--- src/rtl/alu_design.sv ---
// Registered arithmetic/logic unit: one-cycle latency result and status flags,
// with operand-validity and illegal-command error reporting.
module alu_design #(
  parameter int unsigned WIDTH_O = 8,
  parameter int unsigned WIDTH_C = 4
) (
  input  logic                 CLK,
  input  logic                 RST,
  input  logic                 CE,
  input  logic                 MODE,
  input  logic [WIDTH_C-1:0]   CMD,
  input  logic [1:0]           INP_VALID,
  input  logic [WIDTH_O-1:0]   OPA_1,
  input  logic [WIDTH_O-1:0]   OPB_1,
  input  logic                 CIN,
  output logic [2*WIDTH_O:0]   RES,
  output logic                 COUT,
  output logic                 OFLOW,
  output logic                 G,
  output logic                 E,
  output logic                 L,
  output logic                 ERR
);

  localparam int unsigned RW  = 2*WIDTH_O + 1;
  localparam int unsigned EW  = WIDTH_O + 1;
  localparam int unsigned SHW = (WIDTH_O > 1) ? $clog2(WIDTH_O) : 1;

  localparam logic [WIDTH_C-1:0] A_ADD     = WIDTH_C'(0);
  localparam logic [WIDTH_C-1:0] A_SUB     = WIDTH_C'(1);
  localparam logic [WIDTH_C-1:0] A_ADD_CIN = WIDTH_C'(2);
  localparam logic [WIDTH_C-1:0] A_SUB_CIN = WIDTH_C'(3);
  localparam logic [WIDTH_C-1:0] A_INC_A   = WIDTH_C'(4);
  localparam logic [WIDTH_C-1:0] A_DEC_A   = WIDTH_C'(5);
  localparam logic [WIDTH_C-1:0] A_INC_B   = WIDTH_C'(6);
  localparam logic [WIDTH_C-1:0] A_DEC_B   = WIDTH_C'(7);
  localparam logic [WIDTH_C-1:0] A_CMP     = WIDTH_C'(8);
  localparam logic [WIDTH_C-1:0] A_MUL_INC = WIDTH_C'(9);
  localparam logic [WIDTH_C-1:0] A_MUL_SHL = WIDTH_C'(10);
  localparam logic [WIDTH_C-1:0] A_SADD    = WIDTH_C'(11);
  localparam logic [WIDTH_C-1:0] A_SSUB    = WIDTH_C'(12);

  localparam logic [WIDTH_C-1:0] L_AND     = WIDTH_C'(0);
  localparam logic [WIDTH_C-1:0] L_NAND    = WIDTH_C'(1);
  localparam logic [WIDTH_C-1:0] L_OR      = WIDTH_C'(2);
  localparam logic [WIDTH_C-1:0] L_NOR     = WIDTH_C'(3);
  localparam logic [WIDTH_C-1:0] L_XOR     = WIDTH_C'(4);
  localparam logic [WIDTH_C-1:0] L_XNOR    = WIDTH_C'(5);
  localparam logic [WIDTH_C-1:0] L_NOT_A   = WIDTH_C'(6);
  localparam logic [WIDTH_C-1:0] L_NOT_B   = WIDTH_C'(7);
  localparam logic [WIDTH_C-1:0] L_SHR1_A  = WIDTH_C'(8);
  localparam logic [WIDTH_C-1:0] L_SHL1_A  = WIDTH_C'(9);
  localparam logic [WIDTH_C-1:0] L_SHR1_B  = WIDTH_C'(10);
  localparam logic [WIDTH_C-1:0] L_SHL1_B  = WIDTH_C'(11);
  localparam logic [WIDTH_C-1:0] L_ROL     = WIDTH_C'(12);
  localparam logic [WIDTH_C-1:0] L_ROR     = WIDTH_C'(13);

  logic [RW-1:0]      res_d, res_q;
  logic               cout_d, cout_q;
  logic               oflow_d, oflow_q;
  logic               g_d, g_q;
  logic               e_d, e_q;
  logic               l_d, l_q;
  logic               err_d, err_q;

  logic [EW-1:0]      a_e, b_e, as_e, bs_e, tmp_e, ss_e;
  logic [RW-1:0]      ainc_w, binc_w, ash_w;
  logic [SHW-1:0]     amt;
  logic [WIDTH_O-1:0] rol_r, ror_r, log_r;
  logic               need_a, need_b, bad_cmd, rot_err;

  // Operand views: zero-extended, sign-extended, and widened multiplier terms.
  assign a_e    = {1'b0, OPA_1};
  assign b_e    = {1'b0, OPB_1};
  assign as_e   = {OPA_1[WIDTH_O-1], OPA_1};
  assign bs_e   = {OPB_1[WIDTH_O-1], OPB_1};
  assign ainc_w = RW'(a_e) + RW'(1);
  assign binc_w = RW'(b_e) + RW'(1);
  assign ash_w  = RW'({OPA_1, 1'b0});
  assign amt    = OPB_1[SHW-1:0];

  // Rotations of A by the low bits of B.
  always_comb begin
    rol_r = '0;
    ror_r = '0;
    for (int i = 0; i < int'(WIDTH_O); i++) begin
      rol_r[i] = OPA_1[SHW'((i + int'(WIDTH_O) - int'(amt)) % int'(WIDTH_O))];
      ror_r[i] = OPA_1[SHW'((i + int'(amt)) % int'(WIDTH_O))];
    end
  end

  always_comb begin
    res_d   = '0;
    cout_d  = 1'b0;
    oflow_d = 1'b0;
    g_d     = 1'b0;
    e_d     = 1'b0;
    l_d     = 1'b0;
    err_d   = 1'b0;
    need_a  = 1'b0;
    need_b  = 1'b0;
    bad_cmd = 1'b0;
    rot_err = 1'b0;
    tmp_e   = '0;
    ss_e    = '0;
    log_r   = '0;

    if (MODE) begin
      case (CMD)
        A_ADD: begin
          need_a = 1'b1; need_b = 1'b1;
          tmp_e  = a_e + b_e;
          res_d  = RW'(tmp_e);
          cout_d = tmp_e[WIDTH_O];
        end
        A_SUB: begin
          need_a  = 1'b1; need_b = 1'b1;
          tmp_e   = a_e - b_e;
          res_d   = RW'(tmp_e);
          oflow_d = (OPA_1 < OPB_1);
        end
        A_ADD_CIN: begin
          need_a = 1'b1; need_b = 1'b1;
          tmp_e  = a_e + b_e + EW'(CIN);
          res_d  = RW'(tmp_e);
          cout_d = tmp_e[WIDTH_O];
        end
        A_SUB_CIN: begin
          need_a  = 1'b1; need_b = 1'b1;
          tmp_e   = a_e - b_e - EW'(CIN);
          res_d   = RW'(tmp_e);
          oflow_d = (a_e < (b_e + EW'(CIN)));
        end
        A_INC_A: begin
          need_a = 1'b1;
          tmp_e  = a_e + EW'(1);
          res_d  = RW'(tmp_e);
        end
        A_DEC_A: begin
          need_a = 1'b1;
          tmp_e  = a_e - EW'(1);
          res_d  = RW'(tmp_e);
        end
        A_INC_B: begin
          need_b = 1'b1;
          tmp_e  = b_e + EW'(1);
          res_d  = RW'(tmp_e);
        end
        A_DEC_B: begin
          need_b = 1'b1;
          tmp_e  = b_e - EW'(1);
          res_d  = RW'(tmp_e);
        end
        A_CMP: begin
          need_a = 1'b1; need_b = 1'b1;
          g_d    = (OPA_1 > OPB_1);
          e_d    = (OPA_1 == OPB_1);
          l_d    = (OPA_1 < OPB_1);
        end
        A_MUL_INC: begin
          need_a = 1'b1; need_b = 1'b1;
          res_d  = ainc_w * binc_w;
        end
        A_MUL_SHL: begin
          need_a = 1'b1; need_b = 1'b1;
          res_d  = ash_w * RW'(b_e);
        end
        A_SADD, A_SSUB: begin
          need_a  = 1'b1; need_b = 1'b1;
          ss_e    = (CMD == A_SADD) ? (as_e + bs_e) : (as_e - bs_e);
          res_d   = {{(RW-EW){ss_e[WIDTH_O]}}, ss_e};
          // n-bit overflow shows as disagreement between the two top sum bits
          oflow_d = ss_e[WIDTH_O] ^ ss_e[WIDTH_O-1];
          g_d     = ($signed(OPA_1) >  $signed(OPB_1));
          e_d     = (OPA_1 == OPB_1);
          l_d     = ($signed(OPA_1) <  $signed(OPB_1));
        end
        default: bad_cmd = 1'b1;
      endcase
    end else begin
      case (CMD)
        L_AND:    begin need_a = 1'b1; need_b = 1'b1; log_r = OPA_1 & OPB_1;    end
        L_NAND:   begin need_a = 1'b1; need_b = 1'b1; log_r = ~(OPA_1 & OPB_1); end
        L_OR:     begin need_a = 1'b1; need_b = 1'b1; log_r = OPA_1 | OPB_1;    end
        L_NOR:    begin need_a = 1'b1; need_b = 1'b1; log_r = ~(OPA_1 | OPB_1); end
        L_XOR:    begin need_a = 1'b1; need_b = 1'b1; log_r = OPA_1 ^ OPB_1;    end
        L_XNOR:   begin need_a = 1'b1; need_b = 1'b1; log_r = ~(OPA_1 ^ OPB_1); end
        L_NOT_A:  begin need_a = 1'b1; log_r = ~OPA_1;      end
        L_NOT_B:  begin need_b = 1'b1; log_r = ~OPB_1;      end
        L_SHR1_A: begin need_a = 1'b1; log_r = OPA_1 >> 1; end
        L_SHL1_A: begin need_a = 1'b1; log_r = OPA_1 << 1; end
        L_SHR1_B: begin need_b = 1'b1; log_r = OPB_1 >> 1; end
        L_SHL1_B: begin need_b = 1'b1; log_r = OPB_1 << 1; end
        L_ROL, L_ROR: begin
          need_a  = 1'b1; need_b = 1'b1;
          rot_err = ((OPB_1 >> SHW) != '0);
          log_r   = (CMD == L_ROL) ? rol_r : ror_r;
        end
        default: bad_cmd = 1'b1;
      endcase
      res_d = RW'(log_r);
    end

    err_d = bad_cmd | rot_err | (INP_VALID == 2'b00) |
            (need_a & ~INP_VALID[0]) | (need_b & ~INP_VALID[1]);

    // An error suppresses every other output.
    if (err_d) begin
      res_d   = '0;
      cout_d  = 1'b0;
      oflow_d = 1'b0;
      g_d     = 1'b0;
      e_d     = 1'b0;
      l_d     = 1'b0;
    end
  end

  always_ff @(posedge CLK or posedge RST) begin
    if (RST) begin
      res_q   <= '0;
      cout_q  <= 1'b0;
      oflow_q <= 1'b0;
      g_q     <= 1'b0;
      e_q     <= 1'b0;
      l_q     <= 1'b0;
      err_q   <= 1'b0;
    end else if (CE) begin
      res_q   <= res_d;
      cout_q  <= cout_d;
      oflow_q <= oflow_d;
      g_q     <= g_d;
      e_q     <= e_d;
      l_q     <= l_d;
      err_q   <= err_d;
    end
  end

  assign RES   = res_q;
  assign COUT  = cout_q;
  assign OFLOW = oflow_q;
  assign G     = g_q;
  assign E     = e_q;
  assign L     = l_q;
  assign ERR   = err_q;

endmodule

--- config.mk ---
export PLATFORM = sky130hd
export DESIGN_NAME = alu_design
export DESIGN_NICKNAME = d
export VERILOG_FILES = /design/src/rtl/alu_design.sv
export SDC_FILE = /design/constraint.sdc
export NUM_CORES = 1
export LEC_CHECK = 0
export ABC_AREA = 1
export CAP_MARGIN = 30
export CORE_ASPECT_RATIO = 0.7
export CORE_MARGIN = 10
export CORE_UTILIZATION = 40
export DETAILED_ROUTE_END_ITERATION = 7
export GPL_TIMING_DRIVEN = 0
export PLACE_DENSITY = 0.6
export SLEW_MARGIN = 20
export SYNTH_ARGS = -nofsm -noshare
export SYNTH_HDL_FRONTEND = slang
export SYNTH_SLANG_ARGS = --single-unit
--- constraint.sdc ---
create_clock -name CLK -period 1.1 [get_ports CLK]
set_clock_uncertainty 0.05 [all_clocks]
set_input_delay 0.22 -clock CLK [delete_from_list [all_inputs] [get_ports CLK]]
set_output_delay 0.22 -clock CLK [all_outputs]
set_load 0.005 [all_outputs]
After elaboration in Yosys (flattened, before gate mapping)

Cells that the tools add are included.
Widths: inputs -> output; s select.

Output and inout port bits: 23
Logic and storage cells: 181
Flip-flop bits (word level): 23
Bits of input ports: 27

Reductions and logical operators: 12
Add/sub/neg operators: 28
Mux-type cells: 80
$lt $le $gt $ge: 21
Equality and inequality tests: 14
Bitwise logic cells: 17
$mul: 2

Operator list:

| kind                | number |
|---|---|
| $pmux 17 s11        | 1 |
| $pmux 8 s13         | 1 |
| $lt 3x5->1 const B  | 16 |
| $mux 1              | 54 |
| $bmux 1 s3          | 16 |
| $reduce_or 11->1    | 4 |
| $not 8->8           | 5 |
| $add 8x1->9 const B | 4 |
| $mux 17             | 2 |
| $eq 4x4->1 const B  | 6 |
| $add 8x8->9         | 2 |
| $sub 8x1->9 const B | 2 |
| $sub 8x8->9         | 2 |
| $mul 9x9->17        | 1 |
| $eq 4x3->1 const B  | 4 |
| $gt 8x8->1          | 2 |
| $lt 8x8->1          | 2 |
| $mul 8x8->16        | 1 |
| $reduce_or 14->1    | 1 |
| $reduce_or 13->1    | 1 |
| $add 3x3->3 const A | 4 |
| $sub 3x3->3 const A | 4 |
| $add 8x1->9         | 1 |
| $add 9x1->9         | 1 |
| 25 further kinds    | 37 |

Logic depth before layout (Yosys ltp)

Gate-level depths: netlist of run 1.

Depth in word-level cells: 9
Mapped depth: 29
Gate-level depth less buffers: 29

Worst setup path before layout of run 1

Ideal clock, no wire load.

Path kind: input to register
Start: input OPB_1[0]
End: register res_q[13], in the netlist RES[13]
Library setup time: 117 ps
Required time: 933 ps
Path slack: -3656 ps
Arrival: 4589 ps
Path buffers: 2
Stages on the path: 22
Path through: inv_1 > buf_1 > ha_1 > clkbuf_1 > nand2_1 > fa_1 > inv_1 > fa_1 > fa_1 > inv_1 > fa_1 > inv_1 > ha_1 > a21oi_1 > o21ba_2 > nand2_1 > a21oi_1 > or2_2 > nand3_1 > nand3_1 > nand2_1 > nand2_1

Cells in the longest elaborated chain, start to end: 5
Elaborated cells between the ends (all ways): 9
Classes of those cells: add/sub (3); mul (2); mux (4)

Ends and longest elaborated chain:

| item                                          | RTL line | source |
|---|---|---|
| start: declaration                            | 14       | `input logic [WIDTH_O-1:0] OPB_1,` |
| $add 8x1->9 (tied with other cells)           | 78       | `assign binc_w = RW'(b_e) + RW'(1);` |
| $mul 9x9->17 / $mux 9 (equally long branches) | 162, 170 |  |
| $pmux 17 s11 (*)                              | 109      | `case (CMD)` |
| $mux 17 (*)                                   | 108      | `if (MODE) begin` |
| $mux 17 (*)                                   | 208      | `if (err_d) begin` |
| end signal: assignment                        | 228      | `res_q <= res_d;` |
| end: declaration                              | 58       | `logic [RW-1:0] res_d, res_q;` |

Mark *: on every way between the ends. The rest lies on a longest branch, timed or not.
A chain may end at the register's enable or synchronous reset.

Worst setup path after layout of run 1

Start: input OPA_1[1]
End: register res_q[8], in the netlist RES[8]

Cells in the longest elaborated chain, start to end: 5
Elaborated cells between the ends (all ways): 15
Classes of those cells: add/sub (9); mul (2); mux (4)

Ends and longest elaborated chain:

| item                                 | RTL line | source |
|---|---|---|
| start: declaration                   | 13       | `input logic [WIDTH_O-1:0] OPA_1,` |
| $add 8x1->9 (tied with other cells)  | 77, 136  |  |
| $mul 9x9->17 (tied with other cells) | 162      | `res_d = ainc_w * binc_w;` |
| $pmux 17 s11 (*)                     | 109      |  |
| $mux 17 (*)                          | 108      |  |
| $mux 17 (*)                          | 208      |  |

Marks and branches as above.

==> results of run 1 <==
## cells by family after synthesis
logic type / after synthesis / synth area share
compound gates: 210 / 0.126
xor+xnor: 19 / 0.0170
fa+ha+maj: 202 / 0.325
simple gates: 782 / 0.334
flops: 23 / 0.0588
buf+inv: 349 / 0.140
## stage by stage
| step | power (mW) | setup WS (ns) | instances |
|---|---|---|---|
| after floorplan | 9.11 | -3.21 | 1585 |
| after global placement | 11.8 | -5.09 | 1951 |
| after detailed placement | 11.8 | -5.11 | 1951 |
| after CTS | 15.0 | -3.40 | 2053 |
| after global routing | 17.8 | -3.70 | 2085 |
| final | 16.3 | -3.52 | 2086 |
## registers in the layout, indices dropped and copies added, names as in the netlist
name,cells
RES,17
COUT,1
E,1
L,1
OFLOW,1
G,1
ERR,1
## worst reg2reg max path, delay by kind of cell, from the launching register on
family | cells | cell delay (ns)
AO/OA/AOI/OAI | 1 | 0.21
flip-flops | 1 | 0.38
buffers and inverters | 1 | 0.14
## cell type report
| cell class | count | area [sq um] |
|---|---|---|
| fillers | 2307 | 9990 |
| multi-input cells | 1213 | 9460 |
| repair buffers | 178 | 1610 |
| inverters | 302 | 1240 |
| flip-flops and latches | 23 | 576 |
| plain buffers | 47 | 510 |
| well taps | 318 | 398 |
| clock buffers | 3 | 75.1 |
| clock inverters | 1 | 5.00 |
| diodes | 1 | 2.50 |
## power by group
group,internal (mW),total (mW),leakage (nW),switching (mW)
Clock,0.490,0.793,0.0409,0.303
Sequential,0.899,0.922,0.313,0.0236
Combinational,6.03,14.6,6.76,8.55
Total,7.41,16.3,7.12,8.88
## metal layers
metal / vias to the layer above / global-route usage / routed length (um)
li1: 5397 / - / -
met1: 5478 / 0.399 / 19600
met2: 628 / 0.363 / 16600
met3: 71 / 0.0849 / 5730
met4: 0 / 0.0513 / 811
met5: - / 0 / 0
## synthesized netlist by cell type (all sizes together) (23+ instances only)
cell type and instances:
nand2 472, inv 299, nor2 149, nand3 117
ha 115, fa 87, o21ai 83, a21oi 54
buf 29, dfrtp 23
## path summary, 6_finish.rpt
kind,to,slack [ns]
worst max-delay path,RES[8],-3.52
worst min-delay path,RES[14],0.29
worst max register to register,L,0.21
worst min register to register,RES[5],0.42
max in group asynchronous,E,0.41
min in group CLK,RES[5],0.42
## what timing repair did
| action | in CTS | in global routing |
|---|---|---|
| pin swaps | 118 | 69 |
| setup endpoints to repair | 69 | 23 |
| resized for setup | 516 | 100 |
| gates cloned | 0 | 0 |
| buffers inserted | 99 | 35 |
==> metrics.sh, run 1 <==
DETAILED_PLACE_HPWL_MM=33.3
WORSTPATHREQUIRED_NS=1.20
GR-TOTAL-OVERFLOW=0
WORSTSETUPENDPOINTTYPE='flop'
DRT_PASS1_ITERATIONS=5
CP-STARTPOINT='OPA_1[1]'
SITE_ROWS=47
CAP_VIOLATIONS=0
SLEW_AT_THE_PIN_CLOSEST_TO_ITS_MAX_SLEW_LIMIT_NS=0.757
POSTLAYOUTCELLAREA_SQ_UM=13900
HOLDCRITPATHCLASS='in2async'
SYNTHARSTFLOPSHARE=1.00
WORST_SKEW_PAIR.LATE_LATENCY_NS=0.26
PATH_CLASS='in2reg'
TRITONCTS_CLOCK_TREE='done'
DIE_W_UM=207
POSTSYNTHAREAPERCELL_SQ_UM=6.18
CRITICAL_PATH_CELL_COUNT=28
SETUP_VIOL=23
CTS_HOLD_REPAIR.BUFFERS=0
IO-PIN-COUNT=50
CTS_SINKS=23
ACHIEVABLE_FREQ_GHz=0.216
HOLD_SLACK_NS=0.289
CRITPATHARRIVALTIME_NS=4.72
GRT_PASS1_VIAS=10600
SYNTH_FP_NETS=1814
CLK_PIN_SLEW_NS=0.06
GRT_SETUP_UNREPAIRED='true'
DRC=0
FINAL_UTIL=0.581
SYNTH-EDFF-COUNT=0
P_LEAK_nW=7.12
PLACED_CELL_AREA_SQ_UM=11300
GRT_START_MAX_NET_PINS=24
CRITPATHBUFINV=6
YS.FLOP_TYPE='sky130_fd_sc_hd__dfrtp_1'
CRITICAL_PATH.MOST_COMMON_CELL='sky130_fd_sc_hd__fa_1'
CTS_INSERTED_BUFFERS=3
FLOORPLAN.INITIALDENSITY=0.410
CELLPOWERDENSITY_nW_PER_UM2=1170
DRTITER0DRC=1157
TOTALNEGATIVESETUPSLACK_NS=-57.82
SETUP_SLACK_NS=-3.52
CRITPATHMAXFANOUT=5
CTS_MAX_PATH_BUFFERS=2
SLEW_VIOL_FINAL=0
SYNTH_CELL_TYPE_COUNT=48
CRITPATHTOPFAMILY='adder cells'
SYNTH_TOP_AREA_CELL='sky130_fd_sc_hd__fa_1'
CTS-HTREE-LEVELS=1
WORST_IR_DROP_VDD_uV=1420
TMIN_FINAL_NS=4.62
FAILED_CHECKS='setup timing'
DIE_HEIGHT_UM=151
VIAS_PER_INST=5.55
WORST_SLEW_MARGIN_REL=0.492
ROUTEDWLPERCELL_UM=20.5
DRIVE_GT1_FRAC=0.312
MAPPED_AREA_SQ_UM=9790
ANTENNA_FOUND_INITIAL=1
POST_SYNTHESIS_SEQUENTIAL_AREA_RATIO=0.0588
ROUTE.VIAS.TOTAL=11600
LAYOUT_COMMONEST_CELL='sky130_fd_sc_hd__nand2_1'
FLOORPLAN.CORE_AREA_SQ_UM=23900
SYNTH_AREA_LEADERS='sky130_fd_sc_hd__fa_1 18%, sky130_fd_sc_hd__nand2_1 18%, sky130_fd_sc_hd__ha_1 15%'
SYNTH_TOP_AREA_SHARE=0.178
SIGNED_AREA_CHANGE_FROM_THE_SYNTHESIZED_NETLIST_TO_THE_FINAL_LAYOUT_PCT=41.8
PORT-BUFFER-COUNT=48
YS_WARN_COUNT=0
OUTCOME='finished with violations'
GLOBALPLACE.CONGESTION=0.989
FIN_NETS=1997
WORST_PATH_LARGEST_CELL_DELAY_NS=0.53
YS_SEQ_ELEMENTS=23
GRT_FIRST_PASS_WIRELENGTH_MM=63.8
CP_SLOWEST_CELL='sky130_fd_sc_hd__fa_1'
GRT.TOTAL_USAGE=0.267
DESIGN.DIE.AREA_SQ_UM=31200
COMMONEST_NON_FILL_NON_TAP_CELLS_IN_THE_LAYOUT='400 x sky130_fd_sc_hd__nand2_1, 232 x sky130_fd_sc_hd__inv_1, 100 x sky130_fd_sc_hd__nor2_1'
CRIT_PATH_START_KIND='primary input'
REG2REGPATHDEPTH=2
ROOT_BUFFER='sky130_fd_sc_hd__clkbuf_16'
WORST_R2R_STARTPOINT='L'
NUMBER_OF_CELLS_PRODUCED_BY_SYNTHESIS=1585
ANT_NETS=0
REPORT.FINAL.HOLD_VIOL_COUNT=0
DRT-TOTAL-WL_MM=42.8
PERIOD_SHARE=4.20
Power figures use the tool's default switching activity.
==> inputs of run 2 (changes only) <==
Settings changed: SKIP_LAST_GASP set to 1.
==> run 2 against run 1 <==
Against the previous run:
- fmax barely moved
- cell count rose by 0.24%
- the flow still finishes with violations (setup timing)
- highest routed layer unchanged
- hold slack barely moved
- sequential power barely moved
==> metrics.sh, run 2 (synthesis results as in run 1) <==
DIE_HEIGHT_UM=151  # unchanged
PATH_CLASS='in2reg'
COMMONEST_NON_FILL_NON_TAP_CELLS_IN_THE_LAYOUT='399 x sky130_fd_sc_hd__nand2_1, 231 x sky130_fd_sc_hd__inv_1, 107 x sky130_fd_sc_hd__buf_4'
CRITICAL_PATH.MOST_COMMON_CELL='sky130_fd_sc_hd__fa_1'
SETUP_VIOL=23  # unchanged
LAYOUT_COMMONEST_CELL='sky130_fd_sc_hd__nand2_1'
CRIT_PATH_START_KIND='primary input'
WORSTSETUPENDPOINTTYPE='flop'
SIGNED_AREA_CHANGE_FROM_THE_SYNTHESIZED_NETLIST_TO_THE_FINAL_LAYOUT_PCT=42.3
GRT_SETUP_UNREPAIRED='true'
DRC=0  # unchanged
GRT.TOTAL_USAGE=0.266  # -0.00123
ACHIEVABLE_FREQ_GHz=0.216  # about the same
SITE_ROWS=47  # unchanged
CELLPOWERDENSITY_nW_PER_UM2=1180  # +0.39%
DRT-TOTAL-WL_MM=42.9  # +0.25%
REG2REGPATHDEPTH=2  # unchanged
WORST_IR_DROP_VDD_uV=1480  # +3.9%
WORST_PATH_LARGEST_CELL_DELAY_NS=0.52  # about the same
SLEW_VIOL_FINAL=0  # unchanged
ROUTEDWLPERCELL_UM=20.5  # about the same
FLOORPLAN.CORE_AREA_SQ_UM=23900  # unchanged
VIAS_PER_INST=5.51  # -0.74%
DRT_PASS1_ITERATIONS=6  # +1
FIN_NETS=2002  # +0.25%
GLOBALPLACE.CONGESTION=0.989  # unchanged
TMIN_FINAL_NS=4.62  # -0.00253 ns
GRT_FIRST_PASS_WIRELENGTH_MM=63.4  # -0.62%
CRITPATHTOPFAMILY='adder cells'
IO-PIN-COUNT=50  # unchanged
FF2FF_SETUP_SLACK_NS=0.21  # about the same
ANT_NETS=0  # unchanged
FLOORPLAN.INITIALDENSITY=0.410  # unchanged
GRT_START_MAX_NET_PINS=24  # unchanged
SETUP_SLACK_NS=-3.52  # +0.00253 ns
WORST_R2R_STARTPOINT='L'
CTS_SINKS=23  # unchanged
WORST_SKEW_PAIR.LATE_LATENCY_NS=0.26  # about the same
ROUTE.VIAS.TOTAL=11500  # -0.50%
CP-STARTPOINT='OPB_1[1]'
GR-TOTAL-OVERFLOW=0  # unchanged
CTS-HTREE-LEVELS=1  # unchanged
CP_SLOWEST_CELL='sky130_fd_sc_hd__fa_1'
OUTCOME='finished with violations'
WORST_SLEW_MARGIN_REL=0.372  # -0.120
DESIGN.DIE.AREA_SQ_UM=31200  # unchanged
CRITICAL_PATH_CELL_COUNT=25  # -11%
DRIVE_GT1_FRAC=0.313  # +0.00138
ROOT_BUFFER='sky130_fd_sc_hd__clkbuf_16'
WORST_SETUP_PATH_ENDPOINT='RES[8]'
DETAILED_PLACE_HPWL_MM=33.3  # unchanged
TOTALNEGATIVESETUPSLACK_NS=-54.90  # +2.92 ns
CTS_MAX_PATH_BUFFERS=2  # unchanged
HOLDCRITPATHCLASS='in2async'
TRITONCTS_CLOCK_TREE='done'
WORSTPATHREQUIRED_NS=1.20  # about the same
SLEW_AT_THE_PIN_CLOSEST_TO_ITS_MAX_SLEW_LIMIT_NS=0.932  # +0.175 ns
PORT-BUFFER-COUNT=48  # unchanged
CRITICAL_R2R_CAPTURE='L'
REPORT.FINAL.HOLD_VIOL_COUNT=0  # unchanged
DRTITER0DRC=1183  # +2.2%
ANTENNA_FOUND_INITIAL=1  # unchanged
CRITPATHBUFINV=6  # unchanged
CAP_VIOLATIONS=0  # unchanged
CTS_INSERTED_BUFFERS=3  # unchanged
CLK_PIN_SLEW_NS=0.06  # about the same
FAILED_CHECKS='setup timing'
GRT_PASS1_VIAS=10600  # -0.56%
MAX_FFS_PER_REGISTER=17  # unchanged
CRITPATHARRIVALTIME_NS=4.72  # about the same
CRITPATHMAXFANOUT=7  # +2
P_LEAK_nW=7.16  # +0.57%
FINAL_UTIL=0.584  # +0.00215
DIE_W_UM=207  # unchanged
PERIOD_SHARE=4.20  # about the same
==> run 2: worst min path at each step <==
stage               endpoint  slack [ns]  cells past startpoint
finish               RES[14]        0.29                      2
global route         RES[16]        0.34                      2
CTS                   RES[9]        0.30                      2
detailed placement    RES[3]        0.41                      2
global placement      RES[2]        0.41                      2
floorplan               COUT        0.17                      1
==> run 2: layout make-up <==
cell class	count	area, sq um
inverters	302	1250
fillers	2295	9940
well taps	318	398
clock inverters	1	5.00
plain buffers	46	499
diodes	1	2.50
flip-flops and latches	23	576
clock buffers	3	75.1
multi-input cells	1213	9480
repair buffers	184	1650
==> run 2: worst reg2reg max path, delay by kind of cell, from the launching register on <==
kind,cells,cell delay (ns)
compound gates,1,0.21
buf+inv,1,0.14
flops,1,0.39
==> run 2: per-layer routing <==
| metal | vias to the layer above | track usage | wire (um) |
|---|---|---|---|
| li1 | 5389 | - | - |
| met1 | 5466 | 0.399 | 19700 |
| met2 | 611 | 0.356 | 16800 |
| met3 | 50 | 0.0856 | 5660 |
| met4 | 0 | 0.0585 | 652 |
| met5 | - | 0 | 0 |
==> run 2: timing repair <==
action / 4_1_cts / 5_1_grt
pin swaps: 117 / 88
setup endpoints to repair: 69 / 23
setup buffers: 99 / 38
hold buffers: 0 / 0
gates resized for setup: 493 / 126
cloned: 0 / 1
==> run 2: stage by stage <==
stage / hold WS [ns] / power, mW / cell area (sq um) / instances / worst slack (ns)
after detailed placement: 0.415 / 11.8 / 11300 / 1951 / -5.11
after floorplan: 0.172 / 9.11 / 10400 / 1585 / -3.21
final: 0.289 / 16.4 / 13900 / 2091 / -3.52
after global placement: 0.413 / 11.8 / 11300 / 1951 / -5.09
after global routing: 0.339 / 17.9 / 13900 / 2090 / -3.69
after CTS: 0.302 / 14.8 / 13200 / 2053 / -3.40
==> run 2: where the power goes <==
group          switching [mW]  internal, mW
sequential             0.0238         0.899
combinational            8.62          6.08
clock                   0.302         0.489
==> inputs of run 3 (changes only) <==
Settings changed: CORE_ASPECT_RATIO 0.7 to 0.5.
==> run 3 against run 2 <==
Against the previous run:
- the flow still finishes with violations (setup timing)
- power is 3.9% higher
- global-route usage is 1.3 points higher
- register-to-register slack hardly changed
- clock power is 0.6% higher
- combinational power is 4% higher
- die area is 0.89% higher
==> metrics.sh, run 3 (synthesis results as in run 1) <==
OUTCOME='finished with violations'
FAILED_CHECKS='setup timing'
PORT-BUFFER-COUNT=48  # unchanged
FF2FF_SETUP_SLACK_NS=0.21  # about the same
FLOORPLAN.INITIALDENSITY=0.408  # -0.00252
MAX_FFS_PER_REGISTER=17  # unchanged
ROUTEDWLPERCELL_UM=21.5  # +5.1%
PATH_CLASS='in2reg'
ACHIEVABLE_FREQ_GHz=0.213  # -1.4%
IO-PIN-COUNT=50  # unchanged
GR-TOTAL-OVERFLOW=0  # unchanged
SETUP_SLACK_NS=-3.59  # -0.0659 ns
HOLDCRITPATHCLASS='in2async'
GRT_PASS1_VIAS=11400  # +8.4%
DRTITER0DRC=1182  # -0.085%
ANTENNA_FOUND_INITIAL=0  # -1
DESIGN.DIE.AREA_SQ_UM=31500  # +0.89%
REPORT.FINAL.HOLD_VIOL_COUNT=0  # unchanged
DRC=0  # unchanged
DIODES=0  # -1
CELLPOWERDENSITY_nW_PER_UM2=1230  # +4.6%
CTS_MAX_PATH_BUFFERS=2  # unchanged
WORSTSETUPENDPOINTTYPE='flop'
DRIVE_GT1_FRAC=0.310  # -0.00370
WORST_R2R_STARTPOINT='L'
ROOT_BUFFER='sky130_fd_sc_hd__clkbuf_16'
LAYOUT_COMMONEST_CELL='sky130_fd_sc_hd__nand2_1'
WORST_IR_DROP_VDD_uV=1250  # -16%
SLEW_VIOL_FINAL=0  # unchanged
ANT_NETS=0  # unchanged
DESIGN_POWER_TOTAL_mW=17.1  # +3.9%
CRITICAL_R2R_CAPTURE='L'
CRITPATHARRIVALTIME_NS=4.79  # +0.07 ns
CTS-HTREE-LEVELS=1  # unchanged
P_LEAK_nW=7.12  # -0.54%
CTS_INSERTED_BUFFERS=3  # unchanged
CRIT_PATH_START_KIND='primary input'
WORST_SLEW_MARGIN_REL=0.530  # +0.158
DRT_PASS1_ITERATIONS=7  # +1
ROUTE.VIAS.TOTAL=11700  # +2.0%
GRT_SETUP_UNREPAIRED='true'
WORST_SKEW_PAIR.LATE_LATENCY_NS=0.26  # about the same
CTS_SINKS=23  # unchanged
GRT_START_MAX_NET_PINS=24  # unchanged
DIE_W_UM=241  # +17%
FIN_NETS=2007  # +0.25%
DIE_HEIGHT_UM=131  # -13%
VIAS_PER_INST=5.61  # +1.9%
PERIOD_SHARE=4.26  # +0.0599
CRITPATHMAXFANOUT=7  # unchanged
WORSTPATHREQUIRED_NS=1.20  # about the same
TRITONCTS_CLOCK_TREE='done'
DETAILED_PLACE_HPWL_MM=35.1  # +5.4%
DP_CELLS=1948  # -0.15%
SETUP_VIOL=23  # unchanged
COMMONEST_NON_FILL_NON_TAP_CELLS_IN_THE_LAYOUT='399 x sky130_fd_sc_hd__nand2_1, 238 x sky130_fd_sc_hd__inv_1, 129 x sky130_fd_sc_hd__buf_4'
GRT.TOTAL_USAGE=0.279  # +0.0134
REG2REGPATHDEPTH=2  # unchanged
SIGNED_AREA_CHANGE_FROM_THE_SYNTHESIZED_NETLIST_TO_THE_FINAL_LAYOUT_PCT=41.4
TMIN_FINAL_NS=4.69  # +0.0659 ns
DRT-TOTAL-WL_MM=45.1  # +5.1%
FINALNONFILLERCELLS=2092  # +0.048%
CLK_PIN_SLEW_NS=0.06  # about the same
GRT_FIRST_PASS_WIRELENGTH_MM=66.8  # +5.2%
SLEW_AT_THE_PIN_CLOSEST_TO_ITS_MAX_SLEW_LIMIT_NS=0.698  # -0.234 ns
SITE_ROWS=40  # -15%
CAP_VIOLATIONS=0  # unchanged
FLOORPLAN.CORE_AREA_SQ_UM=24000  # +0.62%
GLOBALPLACE.CONGESTION=1.02  # +3.6%
## run 3: cell type report
type / count / area, sq um
Tap cell: 315 / 394
Timing Repair Buffer: 189 / 1640
Multi-Input combinational cell: 1213 / 9420
Buffer: 46 / 494
Inverter: 302 / 1240
Clock buffer: 3 / 75.1
Fill cell: 2267 / 10200
Sequential cell: 23 / 576
Clock inverter: 1 / 5.00
## run 3: repair_timing
| action | in CTS | in global routing |
|---|---|---|
| setup endpoints to repair | 46 | 23 |
| gates resized for setup | 423 | 150 |
| setup buffers | 107 | 33 |
| hold buffers | 0 | 0 |
| pin swaps | 68 | 90 |
| gates cloned | 0 | 1 |
## run 3: stage by stage
step                setup TNS (ns)  hold WS [ns]  setup WS [ns]  area, sq um   util
detailed placement          -93.70         0.419          -5.37        11300  0.470
CTS                         -53.64         0.419          -3.42        12900  0.536
finish                      -56.62         0.142          -3.59        13800  0.576
floorplan                   -47.49         0.172          -3.21        10400      -
global placement            -92.93         0.416          -5.33        11300  0.470
global route                -59.18         0.157          -3.68        13800  0.576
## run 3: worst max-delay path by stage
stage | to | slack [ns] | cells after the start | start
finish | RES[13] | -3.59 | 24 | OPB_1[1]
global route | RES[14] | -3.68 | 26 | OPB_1[3]
CTS | RES[13] | -3.42 | 24 | OPB_1[1]
detailed placement | RES[12] | -5.37 | 18 | OPA_1[1]
global placement | RES[12] | -5.33 | 18 | OPA_1[1]
floorplan | RES[13] | -3.21 | 25 | OPA_1[0]
## run 3: where the power goes
part,switching (mW),internal (mW)
clock network,0.307,0.489
registers,0.0318,0.899
logic,8.91,6.41
total,9.25,7.80
## run 3: worst max-delay path: stages
cell and delay, ns:
sky130_fd_sc_hd__buf_12 0.09, sky130_fd_sc_hd__ha_4 0.14, sky130_fd_sc_hd__nand3_4 0.11, sky130_fd_sc_hd__nor2_4 0.16, sky130_fd_sc_hd__xor2_4 0.37, sky130_fd_sc_hd__buf_6 0.17, sky130_fd_sc_hd__nand2_4 0.05, sky130_fd_sc_hd__fa_1 0.49
sky130_fd_sc_hd__fa_1 0.57, sky130_fd_sc_hd__inv_2 0.04, sky130_fd_sc_hd__fa_1 0.55, sky130_fd_sc_hd__inv_1 0.06, sky130_fd_sc_hd__fa_1 0.50, sky130_fd_sc_hd__inv_2 0.05, sky130_fd_sc_hd__ha_4 0.30, sky130_fd_sc_hd__a21oi_2 0.07
sky130_fd_sc_hd__o21ba_4 0.23, sky130_fd_sc_hd__nand2_4 0.08, sky130_fd_sc_hd__a21oi_2 0.06, sky130_fd_sc_hd__or2_4 0.22, sky130_fd_sc_hd__nand3_2 0.06, sky130_fd_sc_hd__nand3_2 0.07, sky130_fd_sc_hd__nand2_1 0.08, sky130_fd_sc_hd__nand2_1 0.06
## run 3: routing by layer
layer	share of wire	track usage	vias up	wire, um
li1	-	-	5402	-
met1	0.42	0.370	5694	18900
met2	0.44	0.439	590	19600
met3	0.13	0.0966	56	5800
met4	0.017	0.0459	0	745
met5	0	0	-	0
